===== config.mk =====
export PLATFORM = sky130hd
export DESIGN_NAME = tc_acc_buffer
export DESIGN_NICKNAME = d
export VERILOG_FILES = /design/src/rtl/tc_acc_buffer.sv
export SDC_FILE = /design/constraint.sdc
export NUM_CORES = 1
export LEC_CHECK = 0
export BUFFER_PORTS_ARGS = -buffer_cell sky130_fd_sc_hd__buf_2
export CAP_MARGIN = 20
export CORE_AREA = 5 5 138 140
export DETAILED_ROUTE_END_ITERATION = 6
export DIE_AREA = 0 0 143 145
export PLACE_DENSITY = 0.79
export SLEW_MARGIN = 20
export SYNTH_ARGS = -nofsm -noshare
export SYNTH_HDL_FRONTEND = slang
export SYNTH_SLANG_ARGS = --single-unit

===== constraint.sdc =====
create_clock -name clk -period 8.3 [get_ports clk]
set_clock_uncertainty 0.15 [all_clocks]
set_input_delay 1.245 -clock clk [delete_from_list [all_inputs] [get_ports clk]]
set_output_delay 1.245 -clock clk [all_outputs]
set_load 0.05 [all_outputs]

===== src/rtl/tc_acc_buffer.sv =====
// Per-lane tile accumulator behind tc_array: sums K-step partial-result vectors
// with saturation and parks each finished tile in a one-entry valid/ready output register.
module tc_acc_buffer #(
  parameter int unsigned TILE_M    = 4,
  parameter int unsigned DW_DATA   = 8,
  parameter int unsigned DW_ACC    = 20,
  parameter int unsigned MAX_KSTEP = 64,
  parameter int unsigned DW_CNT    = 7
) (
  input  logic                       clk,
  input  logic                       reset,
  input  logic [TILE_M*DW_DATA-1:0]  in_data,
  input  logic                       in_valid,
  input  logic                       in_last,
  output logic                       in_ready,
  output logic [TILE_M*DW_ACC-1:0]   out_data,
  output logic                       out_valid,
  input  logic                       out_ready,
  output logic [DW_CNT-1:0]          out_ksteps,
  output logic                       out_sat,
  output logic                       out_forced
);

  typedef logic [TILE_M-1:0][DW_ACC-1:0] acc_vec_t;

  localparam logic [DW_CNT-1:0] KMAX = DW_CNT'(MAX_KSTEP);

  acc_vec_t          acc_q, acc_d, sum;
  logic [DW_ACC:0]   wide [TILE_M];
  logic [TILE_M-1:0] lane_sat;
  logic [DW_CNT-1:0] kcnt_q, kcnt_d, kcnt_inc;
  logic              sat_q, sat_d;
  logic              beat_sat, accept, close;

  acc_vec_t          od_q, od_d;
  logic              ov_q, ov_d;
  logic [DW_CNT-1:0] ks_q, ks_d;
  logic              osat_q, osat_d;
  logic              ofrc_q, ofrc_d;

  // kcnt==0 marks a fresh tile, so stale accumulator contents are never summed in.
  always_comb begin
    for (int unsigned i = 0; i < TILE_M; i++) begin
      wide[i]     = (DW_ACC+1)'(in_data[i*DW_DATA +: DW_DATA])
                  + ((kcnt_q == '0) ? '0 : {1'b0, acc_q[i]});
      lane_sat[i] = wide[i][DW_ACC];
      sum[i]      = lane_sat[i] ? '1 : wide[i][DW_ACC-1:0];
    end
  end

  always_comb begin
    in_ready = ~ov_q | out_ready;
    accept   = in_valid & in_ready;
    beat_sat = |lane_sat;
    kcnt_inc = kcnt_q + DW_CNT'(1);
    close    = accept & (in_last | (kcnt_inc == KMAX));

    acc_d  = acc_q;
    kcnt_d = kcnt_q;
    sat_d  = sat_q;
    od_d   = od_q;
    ov_d   = ov_q;
    ks_d   = ks_q;
    osat_d = osat_q;
    ofrc_d = ofrc_q;

    if (ov_q & out_ready)
      ov_d = 1'b0;

    if (accept) begin
      if (close) begin
        acc_d  = '0;
        kcnt_d = '0;
        sat_d  = 1'b0;
        od_d   = sum;
        ov_d   = 1'b1;
        ks_d   = kcnt_inc;
        osat_d = sat_q | beat_sat;
        ofrc_d = ~in_last;
      end else begin
        acc_d  = sum;
        kcnt_d = kcnt_inc;
        sat_d  = sat_q | beat_sat;
      end
    end
  end

  always_ff @(posedge clk) begin
    if (reset) begin
      acc_q  <= '0;
      kcnt_q <= '0;
      sat_q  <= 1'b0;
      od_q   <= '0;
      ov_q   <= 1'b0;
      ks_q   <= '0;
      osat_q <= 1'b0;
      ofrc_q <= 1'b0;
    end else begin
      acc_q  <= acc_d;
      kcnt_q <= kcnt_d;
      sat_q  <= sat_d;
      od_q   <= od_d;
      ov_q   <= ov_d;
      ks_q   <= ks_d;
      osat_q <= osat_d;
      ofrc_q <= ofrc_d;
    end
  end

  assign out_data   = od_q;
  assign out_valid  = ov_q;
  assign out_ksteps = ks_q;
  assign out_sat    = osat_q;
  assign out_forced = ofrc_q;

endmodule

Yosys cells after proc, flatten, opt, wreduce, memory -nomap -nowiden
Cells that the tools add are included.
{ "word_totals": {"ramBits": 0, "rom_bits": 0, "n_memories": 0, "output_inout_bits": 91, "regBits": 178, "latch_bits": 0, "inputBits": 37} }
{ "classes": {"n_addsub": 5, "n_bitwise": 8, "n_mul": 0, "n_lt_le_gt_ge": 0, "n_eq_ne": 1, "n_shift": 0, "mux": 14, "reduce_logical": 3, "n_div": 0} }
{ "op_table": {"columns": ["op", "count"], "rows": [
  ["$mux 20", 8],
  ["$add 8x20->21", 4],
  ["$mux 80", 1],
  ["$add 7x1->7 const B", 1],
  ["$eq 7x7->1 const B", 1],
  ["$logic_not 7->1", 1],
  ["$mux 7", 1],
  ["$mux 1", 4],
  ["$reduce_or 4->1", 1],
  ["$and 1x1->1", 3],
  ["$or 1x1->1", 3],
  ["$not 1->1", 2],
  ["$reduce_and 2->1", 1]
]} }

Logic depth before layout (Yosys ltp)
Gate-level depths: netlist of run 1.
{ "depth": {"word_depth": 6, "mapped_depth": 18, "ltp_nobuf": 14} }

Least setup slack after synthesis of run 1
No wires, ideal clock.
{ "synth_path": {"path_type": "register to register", "start": "register kcnt_q[0]", "end": "register acc_q[59] (netlist bit)", "arrival_ps": 3829, "setup_time_ps": 117, "path_stages_with_launch": 18, "setup_slack_ps": 4204, "path_cell_list": "dfxtp_1 > inv_1 > ha_1 > nor4b_4 > nand2_2 > buf_2 > buf_2 > clkbuf_1 > and2_1 > ha_1 > fa_1 > a211oi_1 > nor2_1 > o41a_1 > nand4_1 > buf_2 > o21ai_0 > a22o_1"} }
{ "synth_between": {"elab_chain_len": 5, "elab_cells_between_ends": 9} }
{ "synth_lines": {"columns": ["element", "line", "rtl"], "rows": [
  ["start, declared", "31", "logic [DW_CNT-1:0] kcnt_q, kcnt_d, kcnt_inc;"],
  ["start signal, assigned", "100", "kcnt_q <= kcnt_d;"],
  ["$add 7x1->7", "55", "kcnt_inc = kcnt_q + DW_CNT'(1);"],
  ["via kcnt_inc[0]", "31", null],
  ["$eq 7x7->1", "56", "close = accept & (in_last | (kcnt_inc == KMAX));"],
  ["$or 1x1->1", "56", null],
  ["$and 1x1->1", "56", null],
  ["$mux 80", "71", "if (close) begin"],
  ["end signal, assigned", "90", "acc_q <= '0;"],
  ["end signal, assigned", "99", "acc_q <= acc_d;"],
  ["end, declared", "28", "acc_vec_t acc_q, acc_d, sum;"]
]} }
The timed path passes the listed nets, and every way through them passes these cells.
A chain may end at the register's enable or synchronous reset.

Worst setup path in the final report of run 1
{ "layout_path": {"start": "register kcnt_q[0]", "end": "register osat_q, in the netlist out_sat"} }
{ "layout_between": {"elab_chain_len": 5, "elab_cells_between_ends": 16} }
{ "layout_lines": {"columns": ["element", "line", "rtl"], "rows": [
  ["$add 7x1->7", "55", null],
  ["via kcnt_inc[0]", "31", null],
  ["$eq 7x7->1", "56", null],
  ["$or 1x1->1", "56", null],
  ["$and 1x1->1", "56", null],
  ["$reduce_and 2->1 (no source line)", null, null],
  ["end signal, assigned", "105", "osat_q <= osat_d;"],
  ["end, declared", "38", "logic osat_q, osat_d;"]
]} }
The timed path passes the listed nets, and every way through them passes these cells.

==> results.txt, run 1 <==
routed vias -> 9209
Final Hold Fails -> 0
worst-margin pin slew -> 1.07 ns
CTS tree -> built
Remaining DRCs -> 0
routed len/inst -> 18.5 um
met3 Track Usage GR -> 4.67%
GR Util met2 -> 43.6%
r2r endpoint -> out_sat
area of the mapped netlist -> 0.00958 sq mm
Skew-Pair Late Insertion Delay -> 0.44 ns
chip height -> 145 um
Initial Util -> 54.1%
clock net sink count -> 178
dpl hpwl -> 18700 um
Post-synth EDFFs -> 0
total power -> 2.03 mW
Die Area -> 0.0207 sq mm
initial antenna violation count -> 0
gr busiest metal -> met2
Max Slew Vio Count -> 0
H-tree Lvls -> 4
Fin Setup TNS -> 0 ns
GPL Wtd Cong -> 0.932
r2r startpoint -> kcnt_q[0]
setup bufs post-CTS -> 0
post-synthesis sequential area ratio -> 37.2%
yosys warns -> 0
Hold-fix buffers, CTS -> 0
crit path capture type -> flop
TritonCTS Buffers -> 17
R2R Setup Slk -> 3.64 ns
fin crit period -> 4.66 ns
vias per std cell -> 6.11
layout overhead on the synthesized area -> 13.6%
peak supply drop -> 0.000159 V
Tcrit/Tclk final -> 56.2%
instance area after placement -> 0.0103 sq mm
clock root buffer -> clkbuf_16
Filler cells -> 1578
Mapped Cells -> 1183
vias in the first global route -> 8887
status -> finished, final reports clean
critical path type -> reg -> reg
Max Freq -> 214 MHz
register area -> 0.00356 sq mm
RSZ-0062 raised after global routing -> no
met1 GRT Util -> 36.0%
core box area -> 0.0177 sq mm
DR iter-0 viols -> 740
ys async rst share -> 0%
nets@finish -> 1340
Post-DRT Antenna Nets -> 0
Crit path required time -> 8.43 ns
finished layout cell area -> 0.0109 sq mm
CP startpoint -> kcnt_q[0]
DR pass1 iterations -> 5
CP endpoint -> out_sat
Multi-input gate area -> 0.00564 sq mm
post-cts repair resize count -> 0
worst hold path type -> reg -> reg
R2R depth -> 14
Mean Syn Cell Area -> 8.10 sq um
Reg clk slew, reported paths -> 0.07 ns
clock buffer depth -> 2
worst-path maximum fanout -> 25
die width -> 143 um
Primary FF master, synth -> dfxtp_1
I/O Pins -> 128
Setup crit start kind -> flop
# port buffers -> 127
LEAKAGE -> 4.36 nW
share of cells above drive strength 1 -> 16.0%
antenna cells -> 0
WHS -> 0.296 ns
Synth Register Bits -> 178
Syn Nets -> 1258
Max Cap Viol -> 0
largest net degree at the start of global routing -> 72
FP Rows -> 49
# setup viols final -> 0
library cells used by synthesis -> 84
worst endpoint data arrival time -> 4.80 ns
Total Routed Length -> 27800 um
relative slew slack -> 28.3%
Total GRT Usage -> 26.8%
P per Cell Area -> 186 mW/mm^2
global-route wire length before repair -> 45500 um
GRT overflow -> 0
[metrics by stage]
| step | worst slack (ns) | utilization [%] | instances |
|---|---|---|---|
| after global routing | 3.20 | 61.4 | 1507 |
| final | 3.64 | 61.4 | 1507 |
| after CTS | 3.69 | 61.4 | 1507 |
| after detailed placement | 3.70 | 57.9 | 1475 |
| after floorplan | 4.20 | - | 1183 |
| after global placement | 3.82 | 57.9 | 1475 |
[report_power, final]
group | switching (mW) | internal (mW) | total (mW)
Clock | 0.355 | 0.504 | 0.859
Sequential | 0.0157 | 0.883 | 0.899
Combinational | 0.199 | 0.0720 | 0.271
[worst min path at each step]
| stage | startpoint | endpoint | slack [ns] | depth (start not counted) |
|---|---|---|---|---|
| floorplan | acc_q[26] | acc_q[26] | 0.27 | 2 |
| global placement | acc_q[66] | acc_q[66] | 0.28 | 2 |
| detailed placement | acc_q[5] | acc_q[5] | 0.28 | 2 |
| CTS | acc_q[63] | acc_q[63] | 0.30 | 2 |
| global route | acc_q[21] | acc_q[21] | 0.32 | 2 |
| finish | acc_q[61] | acc_q[61] | 0.30 | 2 |
[state kept, by name, summed over array words and instances (netlist names)]
signal	flops
acc_q	80
out_data	80
kcnt_q	7
out_ksteps	7
out_forced	1
out_sat	1
out_valid	1
sat_q	1
[worst max-delay path, stage by stage (launching register included)]
cell      delay, ns
dfxtp_1        0.37
inv_1          0.12
ha_1           0.17
nor4b_4        0.40
nand2_2        0.41
and2_1         0.31
ha_1           0.21
fa_1           0.43
a211oi_1       0.25
nor2_1         0.10
o41a_1         0.51
nand4_1        0.57
nand2_1        0.12
nor4_1         0.27
a211oi_1       0.12
[cell type report]
class	count	area share [%]
Clock buffer	19	3.98
Inverter	18	0.621
Tap cell	229	2.63
Clock inverter	13	1.69
Multi-Input combinational cell	914	51.8
Timing Repair Buffer	136	6.49
Sequential cell	178	32.8
[metal layers]
metal / vias up / wire [um]
met5: - / 0
met4: 0 / 791
met3: 60 / 2100
met2: 389 / 13000
met1: 4324 / 11900
li1: 4436 / -
[synth_stat cells, types with 6 or more instances]
library cell / count / share of area [%]
and2_1: 36 / 2.4
and3_1: 11 / 0.72
o31ai_1: 9 / 0.71
nor2_1: 147 / 5.8
a22oi_1: 11 / 0.86
xor2_1: 21 / 1.9
a21oi_1: 92 / 4.8
a211oi_1: 41 / 3.2
buf_4: 7 / 0.55
o22ai_1: 12 / 0.78
a31oi_1: 7 / 0.46
buf_2: 23 / 1.2
a311oi_1: 9 / 0.82
inv_1: 18 / 0.71
ha_1: 34 / 4.4
dfxtp_1: 178 / 37
nand3_1: 33 / 1.7
a21o_1: 16 / 1.3
nand2_1: 115 / 4.5
xnor2_1: 30 / 2.7
o21a_1: 9 / 0.71
o211ai_1: 6 / 0.47
o21ai_0: 82 / 4.3
a22o_1: 19 / 1.7
clkbuf_1: 40 / 1.6
nor3_1: 56 / 2.9
nand4_1: 13 / 0.85
[kinds of logic (layout without fill, tap and decap cells)]
kind of cell	count (synthesis)	count (layout)	synth area share (%)
AO/OA/AOI/OAI	361	361	24.6
XOR/XNOR	51	51	4.66
adder cells (fa/ha/maj)	38	38	5.28
buffers and inverters	91	186	4.30
flip-flops	178	178	37.2
multiplexers	8	8	0.914
AND/OR/NAND/NOR	456	456	23.0
[cell usage in the layout (no fill, tap or decap), drive strengths merged, types with 6 or more instances in the layout]
cell / instances
a211oi: 43
a21o: 16
a21oi: 93
a22o: 19
a22oi: 11
a311oi: 9
a31oi: 7
and2: 36
and3: 13
buf: 136
clkbuf: 19
dfxtp: 178
ha: 34
inv: 19
nand2: 117
nand3: 33
nand4: 14
nor2: 148
nor3: 59
nor4: 6
o211ai: 6
o21a: 11
o21ai: 89
o22ai: 12
o31ai: 9
xnor2: 30
xor2: 21
Power figures use the tool's default switching activity.
==> run 2: changes to the inputs <==
Clock period 8.3 ns to 4.3 ns, I/O delays scaled along.
==> results.txt, run 2 (synthesis gave the netlist of run 1 again) <==
LEAKAGE -> 4.45 nW (was 4.36 nW)
Cells after DPL -> 1491 (was 1475)
I/O Pins -> 128 (unchanged)
Post-DRT Antenna Nets -> 0 (unchanged)
Setup crit start kind -> flop (unchanged)
r2r startpoint -> kcnt_q[0] (unchanged)
TritonCTS Buffers -> 17 (unchanged)
GRT overflow -> 0 (unchanged)
Fin Setup TNS -> 0 ns (unchanged)
combinational share of power -> 13.5% (was 13.4%)
P_int -> 2.85 mW (was 1.46 mW)
worst endpoint data arrival time -> 4.17 ns (was 4.80 ns)
Max Freq -> 252 MHz (was 214 MHz)
vias in the first global route -> 8892 (was 8887)
vias per std cell -> 6.05 (was 6.11)
die width -> 143 um (unchanged)
H-tree Lvls -> 4 (unchanged)
commonest non-fill, non-tap cell in the layout -> dfxtp_1 (unchanged)
routed vias -> 9219 (was 9209)
antenna cells -> 0 (unchanged)
fin crit period -> 3.96 ns (was 4.66 ns)
finished layout cell area -> 0.0110 sq mm (was 0.0109 sq mm)
largest net degree at the start of global routing -> 71 (was 72)
CP startpoint -> kcnt_q[0] (unchanged)
most frequent cells in the layout -> 178 x dfxtp_1, 146 x nor2_1, 126 x buf_2 (was 178 x dfxtp_1, 145 x nor2_1, 126 x buf_2)
crit-path cells -> inv_1 > ha_1 > nor4b_4 > nand2_2 > and2_1 > ha_1 > fa_1 > a211oi_1 > nor2_1 > o41a_1 > and4b_1 > a211oi_1 > nand2_1 > a21oi_1 (was inv_1 > ha_1 > nor4b_4 > nand2_2 > and2_1 > ha_1 > fa_1 > a211oi_1 > nor2_1 > o41a_1 > nand4_1 > nand2_1 > nor4_1 > a211oi_1)
dpl hpwl -> 19300 um (was 18700 um)
layout overhead on the synthesized area -> 15.0% (was 13.6%)
Remaining DRCs -> 0 (unchanged)
worst-path maximum fanout -> 9 (was 25)
clock network fraction of total power -> 42.6% (was 42.3%)
R2R depth -> 14 (unchanged)
share of cells above drive strength 1 -> 17.1% (was 16.0%)
Total GRT Usage -> 26.3% (was 26.8%)
routed len/inst -> 17.9 um (was 18.5 um)
worst-margin pin slew -> 1.03 ns (was 1.07 ns)
CTS tree -> built (unchanged)
clock net sink count -> 178 (unchanged)
sequential share of power -> 43.9% (was 44.3%)
# port buffers -> 127 (unchanged)
relative slew slack -> 31.3% (was 28.3%)
# setup viols final -> 0 (unchanged)
core box area -> 0.0177 sq mm (unchanged)
Multi-input gate area -> 0.00563 sq mm (was 0.00564 sq mm)
Final Non-Filler Cells -> 1523 (was 1507)
Filler cells -> 1570 (was 1578)
Crit path required time -> 4.51 ns (was 8.43 ns)
DR pass1 iterations -> 5 (unchanged)
NetSw -> 1.09 mW (was 0.570 mW)
Skew-Pair Late Insertion Delay -> 0.44 ns (about the same)
Max Cap Viol -> 0 (unchanged)
critical path's slowest cell -> o41a_1 (was nand4_1)
worst hold path type -> reg -> reg (unchanged)
P per Cell Area -> 358 mW/mm^2 (was 186 mW/mm^2)
Hold-fix buffers, CTS -> 0 (unchanged)
initial antenna violation count -> 0 (unchanged)
Worst Min Path Start -> acc_q[6] (was acc_q[61])
Tcrit/Tclk final -> 92.2% (was 56.2%)
RSZ-0062 raised after global routing -> no (unchanged)
Initial Util -> 54.1% (unchanged)
setup bufs post-CTS -> 0 (unchanged)
hold path cells -> 2 (unchanged)
critical path type -> reg -> reg (unchanged)
post-cts repair resize count -> 0 (unchanged)
instance area after placement -> 0.0104 sq mm (was 0.0103 sq mm)
Die Area -> 0.0207 sq mm (unchanged)
Slowest Stage Delay on Critical Path -> 0.52 ns (was 0.57 ns)
global-route wire length before repair -> 45100 um (was 45500 um)
Switching Fraction -> 27.7% (was 28.1%)
DR iter-0 viols -> 898 (was 740)
Max Slew Vio Count -> 0 (unchanged)
nets@finish -> 1356 (was 1340)
Total Routed Length -> 27300 um (was 27800 um)
clock root buffer -> clkbuf_16 (unchanged)
chip height -> 145 um (unchanged)
register area -> 0.00356 sq mm (unchanged)
Final Hold Fails -> 0 (unchanged)
Reg clk slew, reported paths -> 0.07 ns (about the same)
FP Rows -> 49 (unchanged)
clock buffer depth -> 2 (unchanged)
GPL Wtd Cong -> 0.937 (was 0.932)
status -> finished, final reports clean (unchanged)
crit path capture type -> flop (unchanged)
peak supply drop -> 0.000301 V (was 0.000159 V)
## run 2: metrics by stage
stage               total power [mW]  setup WS (ns)  hold slack (ns)  util (%)
floorplan                       2.15          0.204            0.267         -
global placement                2.29          0.446            0.276      58.6
detailed placement              2.30          0.362            0.286      58.6
CTS                             3.95          0.343            0.299      62.2
global route                    4.08         0.0883            0.323      62.2
finish                          3.95          0.336            0.298      62.2
## run 2: worst max-delay path: cells and delay by family (launching register included)
kind	cells	cell delay, ns
compound gates	4	1.38
simple gates	6	1.06
fa+ha+maj	3	0.79
flops	1	0.38
buf+inv	1	0.12
## run 2: path summary, 6_finish.rpt
path	to	slack (ns)
worst max-delay path	out_data[50]	0.34
worst min-delay path	acc_q[6]	0.30
worst max register to register	out_data[50]	0.34
worst min register to register	acc_q[6]	0.30
## run 2: area by class of cell
cell class	count	area share, %
clock buffer	19	4.11
clock inverter	13	1.66
timing repair buffer	152	7.61
inverter	18	0.613
sequential	178	32.3
tap	229	2.60
multi-input combinational	914	51.1
## run 2: metal layers
metal | routed length (um) | global-route usage (%)
met2 | 12700 | 41.8
met4 | 990 | 10.9
met5 | 0 | 0
met1 | 11700 | 35.7
met3 | 1860 | 4.05
## run 2: power by group through the flow
stage | Sequential (mW) | Clock (mW) | Combinational, mW
global placement | 1.77 | 0 | 0.523
global route | 1.74 | 1.77 | 0.574
floorplan | 1.91 | 0 | 0.244
detailed placement | 1.77 | 0 | 0.528
finish | 1.73 | 1.68 | 0.532
CTS | 1.73 | 1.69 | 0.530
